File: config.mk
export PLATFORM = sky130hd
export DESIGN_NAME = frequency_generator
export DESIGN_NICKNAME = d
export VERILOG_FILES = /design/src/rtl/frequency_generator.sv
export SDC_FILE = /design/constraint.sdc
export NUM_CORES = 1
export LEC_CHECK = 0
export BUFFER_PORTS_ARGS = -buffer_cell sky130_fd_sc_hd__buf_2
export CORE_ASPECT_RATIO = 0.6
export CORE_UTILIZATION = 37
export DETAILED_ROUTE_END_ITERATION = 10
export HOLD_SLACK_MARGIN = 0.08
export SYNTH_ARGS = -nofsm -noshare
export SYNTH_HDL_FRONTEND = slang
export SYNTH_SLANG_ARGS = --single-unit
File: constraint.sdc
create_clock -name clk -period 7.9 [get_ports clk]
set_clock_uncertainty 0.15 [all_clocks]
set_input_delay 0.79 -clock clk [delete_from_list [all_inputs] [get_ports clk]]
set_output_delay 0.79 -clock clk [all_outputs]
set_load 0.03 [all_outputs]
File: src/rtl/frequency_generator.sv
// Square-wave source producing a BCD-selected number of rising edges per window.
// A repeated-add FSM converts the digits, and a phase accumulator spreads the edges evenly.
module frequency_generator #(
  parameter int UPDATE_PERIOD = 1200,
  parameter int BITS          = 12
) (
  input  logic       clk,
  input  logic       reset_n,
  input  logic       load,
  input  logic [3:0] ten_count,
  input  logic [3:0] unit_count,
  output logic       signal,
  output logic       busy,
  output logic       window,
  output logic [6:0] target
);

  typedef enum logic [1:0] {
    STATE_GEN  = 2'b00,
    STATE_CONV = 2'b01
  } state_t;

  localparam logic [BITS:0]   L_PERIOD = (BITS+1)'(UPDATE_PERIOD);
  localparam logic [BITS-1:0] L_LAST   = BITS'(UPDATE_PERIOD - 1);

  state_t          r_state;
  logic [3:0]      r_tens_left;
  logic [6:0]      r_target;
  logic            r_busy;
  logic [BITS:0]   r_acc;
  logic [BITS-1:0] r_clk_counter;
  logic            r_signal;
  logic            r_window;

  state_t          w_state_nxt;
  logic [3:0]      w_tens_nxt;
  logic [6:0]      w_target_nxt;
  logic            w_busy_nxt;
  logic [BITS:0]   w_acc_nxt;
  logic [BITS-1:0] w_cnt_nxt;
  logic            w_signal_nxt;
  logic            w_window_nxt;

  logic            w_last;
  logic [BITS:0]   w_step;
  logic [BITS:0]   w_sum;

  function automatic logic [3:0] clamp_bcd(input logic [3:0] d);
    return (d > 4'd9) ? 4'd9 : d;
  endfunction

  // Two accumulator steps per target edge: one for the rise, one for the fall.
  assign w_last = (r_clk_counter == L_LAST);
  assign w_step = {{(BITS-7){1'b0}}, r_target, 1'b0};
  assign w_sum  = r_acc + w_step;

  always_comb begin
    w_state_nxt  = r_state;
    w_tens_nxt   = r_tens_left;
    w_target_nxt = r_target;
    w_busy_nxt   = r_busy;
    w_acc_nxt    = r_acc;
    w_cnt_nxt    = r_clk_counter;
    w_signal_nxt = r_signal;
    w_window_nxt = 1'b0;
    case (r_state)
      STATE_GEN: begin
        w_window_nxt = w_last;
        if (load) begin
          w_tens_nxt   = clamp_bcd(ten_count);
          w_target_nxt = {3'b000, clamp_bcd(unit_count)};
          w_busy_nxt   = 1'b1;
          w_state_nxt  = STATE_CONV;
        end else begin
          w_cnt_nxt = w_last ? '0 : r_clk_counter + 1'b1;
          if (w_sum >= L_PERIOD) begin
            w_acc_nxt    = w_sum - L_PERIOD;
            w_signal_nxt = ~r_signal;
          end else begin
            w_acc_nxt = w_sum;
          end
        end
      end
      STATE_CONV: begin
        if (r_tens_left == 4'd0) begin
          // Restart the window aligned to the new target, starting low.
          w_state_nxt  = STATE_GEN;
          w_busy_nxt   = 1'b0;
          w_acc_nxt    = '0;
          w_cnt_nxt    = '0;
          w_signal_nxt = 1'b0;
        end else begin
          w_target_nxt = r_target + 7'd10;
          w_tens_nxt   = r_tens_left - 4'd1;
        end
      end
      default: begin
        w_state_nxt  = STATE_GEN;
        w_busy_nxt   = 1'b0;
        w_acc_nxt    = '0;
        w_cnt_nxt    = '0;
        w_signal_nxt = 1'b0;
      end
    endcase
  end

  always_ff @(posedge clk or negedge reset_n) begin
    if (!reset_n) begin
      r_state       <= STATE_GEN;
      r_tens_left   <= 4'd0;
      r_target      <= 7'd0;
      r_busy        <= 1'b0;
      r_acc         <= '0;
      r_clk_counter <= '0;
      r_signal      <= 1'b0;
      r_window      <= 1'b0;
    end else begin
      r_state       <= w_state_nxt;
      r_tens_left   <= w_tens_nxt;
      r_target      <= w_target_nxt;
      r_busy        <= w_busy_nxt;
      r_acc         <= w_acc_nxt;
      r_clk_counter <= w_cnt_nxt;
      r_signal      <= w_signal_nxt;
      r_window      <= w_window_nxt;
    end
  end

  assign signal = r_signal;
  assign busy   = r_busy;
  assign window = r_window;
  assign target = r_target;

endmodule

======== Word level (Yosys, flattened, before mapping) ========
Index checks and enable logic that the tools add are counted.
storage, ports and cells
  register bits ........................... 41
  bits of input ports ..................... 11
  output and inout bits ................... 10
  word-level logic and storage cells ...... 57
operators by class
  $add $sub $neg .......................... 5
  order comparisons ....................... 3
  equality and inequality tests ........... 7
  mux-type cells .......................... 26
  bitwise gates (word level) .............. 1
  reduce and logical (&&, ||, !) cells .... 7
operators by type and width
  operator                  count
  $mux W13                  3
  $mux W12                  3
  $pmux W13 S2              1
  $pmux W12 S2              1
  $mux W4                   4
  $mux W7                   2
  $pmux W7 S2               1
  $add A13 B8 Y13           1
  $ge A13 B11 Y1 const B    1
  $sub A13 B11 Y13 const B  1
  $add A12 B1 Y12 const B   1
  $eq A12 B11 Y1 const B    1
  $ne A2 B2 Y1 const B      5
  $gt A4 B4 Y1 const B      2
  $pmux W4 S2               1
  $add A7 B4 Y7 const B     1
  $reduce_and A3 Y1         2
  $mux W1                   5
  $logic_not A4 Y1          1
  $mux W2                   2
  $pmux W1 S2               2
  $pmux W2 S2               1
  $reduce_and A2 Y1         2
  $sub A4 B1 Y4 const B     1
  4 further kinds           4

======== Longest topological paths before layout ========
  depth in word-level cells ............... 5
  mapped depth ............................ 12
  gate-level depth less buffers ........... 12

======== Least setup slack after synthesis ========
No wires, ideal clock.
  path kind ............................... register to register
  start point ............................. reg r_target[0] (netlist: target[0])
  end point ............................... reg r_acc[8]
  setup time .............................. 132 ps
  arrival time ............................ 2954 ps
  data required time ...................... 7618 ps
  path slack .............................. 4664 ps
  stages on the path, launching flop included .. 11
  path buffers ............................ 0
  period minus slack after synthesis ...... 3236 ps
  path through ............................ dfrtp_1 -> ha_1 -> fa_1 -> a21oi_1 -> o221ai_1 -> xnor2_1 -> and2b_1 -> a221oi_4 -> or3_1 -> and2_4 -> o221ai_2
between the ends
  word-level cells in the longest chain between the ends .. 5
  elaborated cells between the ends (all ways) .. 6
  those cells by class .................... add/sub: 2; order compare: 1; mux: 3
ends and longest elaborated chain
  element                                                    RTL line  source
  from (decl)                                                28        logic [6:0] r_target;
  from (signal assigned)                                     120       r_target <= w_target_nxt;
  $add A13 B8 Y13 *                                          55        assign w_sum = r_acc + w_step;
  $sub A13 B11 Y13 / $ge A13 B11 Y1 (equally long branches)  77, 76
  $mux W13 *                                                 76        if (w_sum >= L_PERIOD) begin
  $mux W13 *                                                 69        if (load) begin
  $pmux W13 S2 *                                             66        case (r_state)
  to (signal assigned)                                       122       r_acc <= w_acc_nxt;
  to (decl)                                                  30        logic [BITS:0] r_acc;
Every way passes the cells marked *; elsewhere a longest branch is shown, timed or not. The select of a mux whose other input is x is not followed.
A chain may end at the register's enable or synchronous reset.

======== Worst setup path in the final report ========
Same ends and word-level chain as after synthesis.

==> key figures <==
Synth
  – Mapped Nets: 293
  – Synth Register Bits: 38
  – Synth Instances: 270
  – Main synth FF type: dfrtp_1
  – Largest area contributor in the netlist: dfrtp_1
  – Synth Warn #: 0
  – Post-synthesis sequential area ratio: 0.394
  – Count of different cell masters after synthesis: 54
  – Ys async rst share: 1.00
  – Yosys top cell area share: 0.394
  – Netlist Area Pre-Place: 2410 sq um
  – Leading cell types by total area after synthesis: dfrtp_1 39%, ha_1 5.7%, o21ai_0 5.0%, nand2_1 4.8%, xor2_1 4.4%
  – Avg Inst Size Synth: 8.93 sq um
  – Post-synth EDFFs: 0

Route
  – Iter 0 DRT Violations: 153
  – WL/cell: 14.7 microns
  – Pre-Repair DR Iteration Count: 4
  – Vias: 2,005
  – Post-route ant nets: 0
  – # DRC: 0
  – Final wirelength: 5530 microns
  – Vias per inst: 5.32

Die
  – Total die area: 6860 sq um
  – Row count: 22
  – # IOs: 21
  – Core footprint: 6190 sq um
  – Starting Density: 0.389
  – Die Y: 64.5 microns
  – Die Width: 106 microns

Critical path
  – Critical path peak fanout: 10
  – Delay-heaviest family, CP: compound AO/OA/AOI/OAI gates
  – Worst path max stage delay: 510 ps
  – Crit path cell chain: ha_1 > fa_1 > a21oi_1 > o221ai_1 > xnor2_1 > and2b_1 > a221oi_4 > or3_1 > and2_4 > o221ai_2
  – Crit Reg-Reg Endpoint: r_acc[8]
  – Setup CP Type: flop to flop
  – Kind of end point of the critical path: flop
  – Slowest CP cell: a221oi_4
  – CP required: 7920 ps
  – Worst EP arrival: 3570 ps
  – Reg2reg start: target[0]
  – Critical path buffer and inverter count: 0
  – FF-to-FF path depth: 10
  – Critical Path Source Type: flop
  – R2R Setup Slk: 4350 ps

STA
  – Setup TNS: 0 ps
  – Final setup viols: 0
  – Max Slew Vio Count: 0
  – Final min period: 3550 ps
  – Hold Fails Final Rpt: 0
  – Crit share post-route: 0.449
  – Slew headroom: 0.419
  – Unrepaired setup endpoints after global routing: no
  – Slew @ Worst Pin: 871 ps
  – Fmax achieved: 0.282 GHz

Clock network
  – Clk Latency, worst-skew pair: 300 ps
  – Cts bufs inserted: 5
  – Clk sink count: 38
  – H-tree Lvls: 2
  – Post-CTS setup buffer count: 0
  – Post-CTS Resized: 0
  – Clock transition at path regs: 80 ps
  – Hold_buf cts: 0
  – Root Buffer: clkbuf_8
  – TritonCTS clock tree: yes
  – Max clock buf depth: 2

Worst hold path
  – Hold Path Depth: 2
  – Hold path start: r_acc[1]
  – Hold Crit Class: flop to flop
  – WHS Endpoint: r_acc[1]

Cells and area
  – Multi-input logic area: 1390 sq um
  – # nets final: 315
  – Fillers: 628
  – Area delta synth->final: 12.6%
  – Seq. cell area: 951 sq um
  – # diodes: 0
  – Layout cells sized above 1: 0.133

Place
  – Hpwl dp: 3960 microns
  – IO Port Bufs: 20
  – GPL Wtd Cong: 0.850

Power
  – Int Power: 624 uW
  – Total power: 1230 uW
  – Power share of the combinational group: 0.587
  – Pwr dens: 453 nW/um^2
  – Leak: 0.00119 uW
  – Reg power frac: 0.274
  – NetSw: 607 uW
  – Clock share of power: 0.138
  – Net Sw Frac: 0.493
  – Max VDD drop: 0.000187 V

GRT
  – Largest net degree at the start of global routing: 39
  – First-pass GRT wire length: 9520 microns
  – Vias in the first global route: 1,821
  – All-Layer GR Usage: 0.178
  – Gr ovfl total: 0
  – Antenna violations before repair: 0

Status
  – Status: finished clean

Run
  – Max Cap Viol: 0
-- layer usage --
layer	up-vias	wire length, microns	global-route usage	share of wire
met4	0	33	0.0469	0.0060
met5	-	0	0	0
met3	4	367	0.0453	0.066
li1	1013	-	-	-
met2	58	2010	0.213	0.36
met1	930	3120	0.293	0.56
-- tightest hold or removal path, stage by stage (launching register included) --
cell and delay, ps:
dfrtp_1 350, nand2_1 50, o31ai_1 60
-- power groups by stage --
stage,sequential [uW],clock (uW),combinational [uW]
floorplan,357,0,528
global placement,340,0,705
detailed placement,341,0,712
CTS,338,177,717
global route,349,185,810
finish,338,170,722
-- cell families after synthesis --
| group | Yosys count | synth area share |
|---|---|---|
| simple gates | 99 | 0.199 |
| mux | 4 | 0.0166 |
| buf+inv | 19 | 0.0296 |
| fa+ha+maj | 12 | 0.0654 |
| compound gates | 76 | 0.212 |
| xor+xnor | 22 | 0.0830 |
| flops | 38 | 0.394 |
-- cell usage in the layout, fill, tap and decap left out, drive strengths merged, types with 3 or more instances in the layout --
| master | count |
|---|---|
| o21a | 3 |
| clkbuf | 5 |
| mux2i | 4 |
| nor3b | 3 |
| nand4 | 7 |
| inv | 13 |
| ha | 11 |
| nor3 | 5 |
| a21oi | 16 |
| and3 | 3 |
| o21ai | 30 |
| nand3 | 4 |
| nand2 | 32 |
| xnor2 | 10 |
| xor2 | 12 |
| dfrtp | 38 |
| or3 | 5 |
| a31oi | 3 |
| nor2 | 27 |
| o31ai | 4 |
| buf | 21 |
-- stage by stage --
| step | utilization | instances | setup slack [ps] | cell area (sq um) | hold WS, ps |
|---|---|---|---|---|---|
| after floorplan | - | 270 | 4660 | 2410 | 303 |
| after global placement | 0.420 | 369 | 4530 | 2600 | 319 |
| after detailed placement | 0.420 | 369 | 4440 | 2600 | 328 |
| after CTS | 0.439 | 377 | 4410 | 2720 | 346 |
| after global routing | 0.439 | 377 | 4130 | 2720 | 364 |
| final | 0.439 | 377 | 4350 | 2720 | 341 |
-- area by class of cell --
cell class                 instances  area share
multi-input combinational        213       0.512
sequential                        38       0.350
timing repair buffer              21      0.0396
tap                               84      0.0387
clock buffer                       5      0.0253
inverter                          13      0.0180
clock inverter                     3      0.0166
-- worst max-delay path by stage --
stage | start | end | slack, ps | depth (start not counted)
6_report | target[0] | r_acc[8] | 4350 | 10
5_1_grt | target[0] | r_acc[8] | 4130 | 10
4_1_cts | target[0] | r_acc[8] | 4410 | 10
2_1_floorplan | target[0] | r_acc[8] | 4660 | 10
3_3_place_gp | target[0] | r_acc[8] | 4530 | 10
3_5_place_dp | target[0] | r_acc[8] | 4440 | 10
-- cell usage after synthesis (3+ instances only) --
cell type  instances
a21oi_1           16
a31oi_1            3
and3_1             3
clkbuf_1           4
dfrtp_1           38
ha_1              11
inv_1             12
mux2i_1            4
nand2_1           31
nand3_1            4
nand4_1            7
nor2_1            27
nor3_1             5
nor3b_1            3
o21a_1             3
o21ai_0           24
o21ai_1            5
o31ai_1            4
or3_1              5
xnor2_1            9
xor2_1            12
-- state kept, by name (all words and copies together) (netlist names) --
name           cells
r_clk_counter     12
signal             1
r_acc             12
r_tens_left        4
busy               1
window             1
target             7
No activity file was read; power rests on OpenSTA's default activity.
